## config.mk

```make
export PLATFORM = sky130hd
export DESIGN_NAME = multicycle_controller
export DESIGN_NICKNAME = d
export VERILOG_FILES = /design/src/rtl/cpu_pkg.sv /design/src/rtl/multicycle_controller_phase_counter.sv /design/src/rtl/multicycle_controller.sv
export SDC_FILE = /design/constraint.sdc
export NUM_CORES = 1
export LEC_CHECK = 0
export CAP_MARGIN = 40
export CORE_AREA = 3 3 40 42
export CTS_CLUSTER_SIZE = 30
export DETAILED_ROUTE_END_ITERATION = 12
export DIE_AREA = 0 0 43 45
export DONT_BUFFER_PORTS = 1
export SYNTH_ARGS = -nofsm -noshare
export SYNTH_HDL_FRONTEND = slang
export SYNTH_SLANG_ARGS = --single-unit
```

## constraint.sdc

```tcl
create_clock -name clk -period 3 [get_ports clk]
set_clock_uncertainty 0.05 [all_clocks]
set_input_delay 0.45 -clock clk [delete_from_list [all_inputs] [get_ports clk]]
set_output_delay 0.45 -clock clk [all_outputs]
set_load 0.005 [all_outputs]
```

## src/rtl/cpu_pkg.sv

```systemverilog
// Shared opcode, ALU-op and phase definitions for the multicycle controller.
package cpu_pkg;

    // Instruction opcodes
    localparam int OP_HLT = 0;
    localparam int OP_SKZ = 1;
    localparam int OP_ADD = 2;
    localparam int OP_AND = 3;
    localparam int OP_XOR = 4;
    localparam int OP_LDA = 5;
    localparam int OP_STO = 6;
    localparam int OP_JMP = 7;

    // ALU operation encodings driven on alu_op
    localparam logic [1:0] ALU_PASS = 2'b00;
    localparam logic [1:0] ALU_ADD  = 2'b01;
    localparam logic [1:0] ALU_AND  = 2'b10;
    localparam logic [1:0] ALU_XOR  = 2'b11;

    // Eight instruction phases, in execution order
    typedef enum logic [2:0] {
        INST_ADDR  = 3'd0,
        INST_FETCH = 3'd1,
        INST_LOAD  = 3'd2,
        IDLE       = 3'd3,
        OP_ADDR    = 3'd4,
        OP_FETCH   = 3'd5,
        ALU_OP     = 3'd6,
        STORE      = 3'd7
    } phase_e;

endpackage

```

## src/rtl/multicycle_controller_phase_counter.sv

```systemverilog
// Phase/halt state: 3-bit wrapping phase counter with hold, halt entry,
// resume (load OP_FETCH) and asynchronous clear.
import cpu_pkg::*;

module phase_counter (
    input  logic       clk,
    input  logic       rst,
    input  logic       step,      // phase may advance this cycle
    input  logic       halt_set,  // HLT in OP_ADDR: enter halt instead of advancing
    input  logic       resume,    // leave halt, continue at OP_FETCH
    output logic [2:0] phase_q,
    output logic       halted_q
);

    // Halt exit ignores step/en; otherwise advance or park in halt
    always_ff @(posedge clk or posedge rst) begin
        if (rst) begin
            phase_q  <= 3'(INST_ADDR);
            halted_q <= 1'b0;
        end else if (halted_q) begin
            if (resume) begin
                halted_q <= 1'b0;
                phase_q  <= 3'(OP_FETCH);
            end
        end else if (step) begin
            if (halt_set)
                halted_q <= 1'b1;
            else
                phase_q <= phase_q + 3'd1;
        end
    end

endmodule

```

## src/rtl/multicycle_controller.sv

```systemverilog
// 8-phase instruction sequencer: decodes phase/opcode/zero into datapath
// strobes. Load/increment strobes are qualified by phase advance so a memory
// wait or en=0 never produces extra pulses.
import cpu_pkg::*;

module multicycle_controller #(
    parameter int OPCODE_W      = 3,
    parameter int ALUOP_W       = 2,
    parameter bit USE_MEM_READY = 1'b1
) (
    input  logic                clk,
    input  logic                rst,
    input  logic                en,
    input  logic                resume,
    input  logic [OPCODE_W-1:0] opcode,
    input  logic                zero,
    input  logic                mem_ready,
    output logic                sel,
    output logic                rd,
    output logic                wr,
    output logic                ld_ir,
    output logic                ld_ac,
    output logic                ld_pc,
    output logic                inc_pc,
    output logic                data_e,
    output logic [ALUOP_W-1:0]  alu_op,
    output logic                halted,
    output logic [2:0]          phase
);

    logic [2:0] phase_q;
    logic       halted_q;
    logic       is_hlt, is_skz, is_add, is_and, is_xor, is_lda, is_sto, is_jmp;
    logic       aluop_i;
    logic       wait_ph, mem_ok, step, halt_set;
    logic       ld_ir_raw, ld_ac_raw, ld_pc_raw, inc_pc_raw;

    // Full-width compares so wider unknown opcodes fall through as NOPs
    assign is_hlt  = (opcode == OPCODE_W'(OP_HLT));
    assign is_skz  = (opcode == OPCODE_W'(OP_SKZ));
    assign is_add  = (opcode == OPCODE_W'(OP_ADD));
    assign is_and  = (opcode == OPCODE_W'(OP_AND));
    assign is_xor  = (opcode == OPCODE_W'(OP_XOR));
    assign is_lda  = (opcode == OPCODE_W'(OP_LDA));
    assign is_sto  = (opcode == OPCODE_W'(OP_STO));
    assign is_jmp  = (opcode == OPCODE_W'(OP_JMP));
    assign aluop_i = is_add | is_and | is_xor | is_lda;

    // Memory-bound phases: instruction read, operand read, store write
    assign wait_ph  = (phase_q == 3'(INST_LOAD))
                    | ((phase_q == 3'(ALU_OP)) & aluop_i)
                    | ((phase_q == 3'(STORE))  & is_sto);
    assign mem_ok   = !USE_MEM_READY || mem_ready;
    assign step     = en & ~halted_q & (~wait_ph | mem_ok);
    // HLT still counts as a step so PC moves past the HLT before parking
    assign halt_set = (phase_q == 3'(OP_ADDR)) & is_hlt;

    phase_counter u_phase_counter (
        .clk      (clk),
        .rst      (rst),
        .step     (step),
        .halt_set (halt_set),
        .resume   (resume),
        .phase_q  (phase_q),
        .halted_q (halted_q)
    );

    // Per-phase strobe decode; halted parks everything except sel
    always_comb begin
        sel        = 1'b0;
        rd         = 1'b0;
        wr         = 1'b0;
        data_e     = 1'b0;
        ld_ir_raw  = 1'b0;
        ld_ac_raw  = 1'b0;
        ld_pc_raw  = 1'b0;
        inc_pc_raw = 1'b0;
        if (halted_q) begin
            sel = 1'b1;
        end else begin
            case (phase_e'(phase_q))
                INST_ADDR:  sel = 1'b1;
                INST_FETCH: begin sel = 1'b1; rd = 1'b1; end
                INST_LOAD,
                IDLE:       begin sel = 1'b1; rd = 1'b1; ld_ir_raw = 1'b1; end
                OP_ADDR:    inc_pc_raw = 1'b1;
                OP_FETCH:   rd = aluop_i;
                ALU_OP: begin
                    rd         = aluop_i;
                    inc_pc_raw = is_skz & zero;
                    ld_pc_raw  = is_jmp;
                    data_e     = is_sto;
                end
                STORE: begin
                    rd        = aluop_i;
                    ld_ac_raw = aluop_i;
                    ld_pc_raw = is_jmp;
                    wr        = is_sto;
                    data_e    = is_sto;
                end
                default: sel = 1'b1;
            endcase
        end
    end

    // ALU op tracks the opcode regardless of phase
    always_comb begin
        alu_op = ALUOP_W'(ALU_PASS);
        if (is_add) alu_op = ALUOP_W'(ALU_ADD);
        if (is_and) alu_op = ALUOP_W'(ALU_AND);
        if (is_xor) alu_op = ALUOP_W'(ALU_XOR);
    end

    assign ld_ir  = ld_ir_raw  & step;
    assign ld_ac  = ld_ac_raw  & step;
    assign ld_pc  = ld_pc_raw  & step;
    assign inc_pc = inc_pc_raw & step;
    assign halted = halted_q;
    assign phase  = phase_q;

endmodule

```

==> flow_metrics.env <==
export IMPL_critPathLaunchType="register"
export IMPL_worstPathRequired_ns=2.50
export IMPL_finalSetupTns_ns=0
export IMPL_io_pins=23
export IMPL_die_h_microns=45
export IMPL_ys_flop_type="dfrtp_1"
export IMPL_crit_family="simple AND/OR/NAND/NOR gates"
export IMPL_yosys_area_share_simple_pct=29.5
export IMPL_ant_nets=0
export IMPL_synth_compound_area_share_pct=17.2
export IMPL_internal_power_mw=0.239
export IMPL_cpPeakStageDelay_ns=0.57
export IMPL_yosys_area_top_type="dfrtp_1"
export IMPL_cts_resized=0
export IMPL_pre_cts_ws_ns=0.445
export IMPL_critPathBufInv=0
export IMPL_yosysMostFrequentCell="a21oi_1"
export IMPL_yosysSeqAreaShare_pct=20.5
export IMPL_vias_per_cell=5.61
export IMPL_grt_start_max_net_pins=11
export IMPL_cp_startpoint="u_phase_counter.phase_q[0]"
export IMPL_grt_pass1_vias=384
export IMPL_yosys_area_top_type_share_pct=20.5
export IMPL_clkTransAtPathRegs_ns=0.04
export IMPL_dp_hpwl_microns=874
export IMPL_drv_cap=0
export IMPL_power_frac_seq_pct=24.2
export IMPL_min_path_type="in -> reg"
export IMPL_die_w_microns=43
export IMPL_core_area_sq_um=1280
export IMPL_clkPwrFrac_pct=15.0
export IMPL_nets=79
export IMPL_grt_overflow=0
export IMPL_power_frac_comb_pct=60.9
export IMPL_floorplan_initialDensity_pct=38.0
export IMPL_netlist_area_sq_um=488
export IMPL_first_iter_violations=2
export IMPL_antenna_cells=0
export IMPL_synth_top_family_by_area="simple AND/OR/NAND/NOR gates"
export IMPL_gp_congestion=0.765
export IMPL_rsz0062_at_grt="false"
export IMPL_synthMuxAreaShare_pct=5.13
export IMPL_postCtsSetupRepairBufs=0
export IMPL_antenna_found_initial=0
export IMPL_path_cells="ha_1 -> ha_1 -> nand4b_1 -> a21oi_1 -> or4b_4 -> nor4b_1"
export IMPL_synth_edf_count=0
export IMPL_yosys_warnings=0
export IMPL_hold_viol=0
export IMPL_fin_util_pct=41.0
export IMPL_p_per_area_nw_per_um2=832
export IMPL_hold_start="resume"
export IMPL_period_minus_slack_ns=2.77
export IMPL_synth_fa_ha_area_share_pct=17.9
export IMPL_fin_ws_ns=0.231
export IMPL_min_period_over_period_pct=92.3
export IMPL_max_slew_margin_rel_pct=73.1
export IMPL_drive_gt1_share_pct=11.5
export IMPL_io_buffers=0
export IMPL_setup_worst_path_class="reg -> out"
export IMPL_endpoint_kind="output port"
export IMPL_routed_wl_microns=1120
export IMPL_syn_nets=75
export IMPL_ys_types=25
export IMPL_synth_area_top_cells="dfrtp_1 (21%), ha_1 (18%), a21oi_1 (9.2%), inv_1 (3.8%), nor2_1 (3.8%)"
export IMPL_grtUsageTotal_pct=12.4
export IMPL_crit_path_max_fanout=8
export IMPL_rr_endpoint="u_phase_counter.phase_q[1]"
export IMPL_num_vias=426
export IMPL_drt_pass1_iter_count=3
export IMPL_clock_sinks=4
export IMPL_power_switching_mw=0.199
export IMPL_syn2layout_area_growth_pct=7.95
export IMPL_clk_path_buf_depth=2
export IMPL_finalMaxSlewViolations=0
export IMPL_synthTopCellsByCount="a21oi_1 (9), ha_1 (7), inv_1 (5), nor2_1 (5), dfrtp_1 (4)"
export IMPL_sw_frac_of_total_pct=45.4
export IMPL_cts_tree="yes"
export IMPL_status="finished, final reports clean"
export IMPL_grt_pass1_wl_microns=1790
export IMPL_worst_slew_pin_slew_ns=0.397
export IMPL_cts_made_buffers=3
export IMPL_holdPathStages=1
export IMPL_rr_worst_depth=7
export IMPL_h_tree_depth=1
export IMPL_min_to="u_phase_counter.halted_q"
export IMPL_fp_row_count=13
export IMPL_p_leak_nw=0.238
export IMPL_vdd_drop_max_mv=0.392
export IMPL_ys_seq_elements=4
export IMPL_synthCells=59
export IMPL_cts_root_buf="clkbuf_4"
export IMPL_worst_endpoint_arrival_ns=2.27
export IMPL_cts_hold_buf=1
export IMPL_finalPower_mw=0.438
export IMPL_dieArea_sq_um=1940
export IMPL_r2r_start="u_phase_counter.phase_q[0]"
export IMPL_wl_per_cell_microns=14.8
export IMPL_setup_viol=0
export IMPL_crit_slowest_cell="or4b_4"
export IMPL_async_flop_share_pct=100
export IMPL_rrSetupSlack_ns=0.68
export IMPL_clkLatencyLatePin_ns=0.23
export IMPL_syn_avg_cell_area_sq_um=8.27
export IMPL_fmax_ghz=0.361
export IMPL_synthXorXnorAreaFrac_pct=1.79
export IMPL_crit_top_cell="ha_1"
export IMPL_drc_errors=0
-- layer usage --
metal	vias to the layer above	GRT usage (%)	wire length, microns
li1	214	-	-
met1	198	16.1	524
met2	14	18.3	508
met3	0	7.17	91
met4	0	1.81	0
met5	-	0	0
-- worst reg2reg max path: stages (launching register included) --
cell and delay, ns:
dfrtp_1 0.44, ha_1 0.26, ha_1 0.23, nand4b_1 0.11, a21oi_1 0.07, or4b_4 0.57
nand2b_4 0.18, mux2_4 0.29
-- metrics by stage --
step                hold slack (ns)  cell area, sq um  std cells
finish                        0.264               527         76
global route                  0.265               527         76
CTS                           0.262               527         76
detailed placement            0.178               494         72
global placement              0.181               494         72
floorplan                     0.166               488         59
-- logic make-up (layout without fill, tap and decap cells) --
family                     after synthesis  in the layout
DFF                                      4              4
AOI/OAI and AO/OA                       15             15
buffers and inverters                    8             10
muxes                                    2              2
and+or+nand+nor                         22             22
adders and majority gates                7              7
xor gates and xnor gates                 1              1
-- layout make-up --
cell class	instances	area [sq um]
Sequential cell	4	100
Inverter	5	18.8
Timing Repair Buffer	2	17.5
Clock buffer	3	22.5
Fill cell	145	758
Tap cell	15	18.8
Multi-Input combinational cell	47	349
-- flip-flops by register name (all words and copies together), names as in the netlist --
register and cells:
u_phase_counter.halted_q 1, u_phase_counter.phase_q 3
-- placed cells by master (no fill, tap or decap), drive strengths merged --
cell type	n
a21oi	9
ha	7
inv	5
nor2	5
dfrtp	4
nand2	3
clkbuf	3
nand2b	3
nand3b	2
nand4b	2
nor4b	2
nor3	2
o22ai	2
o21ai	2
or4b	1
mux2	1
xor2	1
a41oi	1
and2b	1
nor4	1
a211oi	1
mux2i	1
dlygate4sd3	1
buf	1
-- how the worst max path moves through the flow --
stage / end / slack (ns) / depth (start not counted)
after floorplan: ld_pc / 0.54 / 7
after global placement: ld_pc / 0.48 / 6
after detailed placement: ld_pc / 0.44 / 6
after CTS: ld_pc / 0.19 / 6
after global routing: ld_pc / 0.08 / 6
final: ld_pc / 0.23 / 6
-- power by group through the flow --
stage	Combinational [mW]	Sequential, mW	Clock [mW]
5_1_grt	0.299	0.113	0.0732
3_3_place_gp	0.264	0.108	0
3_5_place_dp	0.265	0.108	0
4_1_cts	0.268	0.107	0.0674
2_1_floorplan	0.213	0.105	0
6_report	0.267	0.106	0.0655
Power figures use the tool's default switching activity.
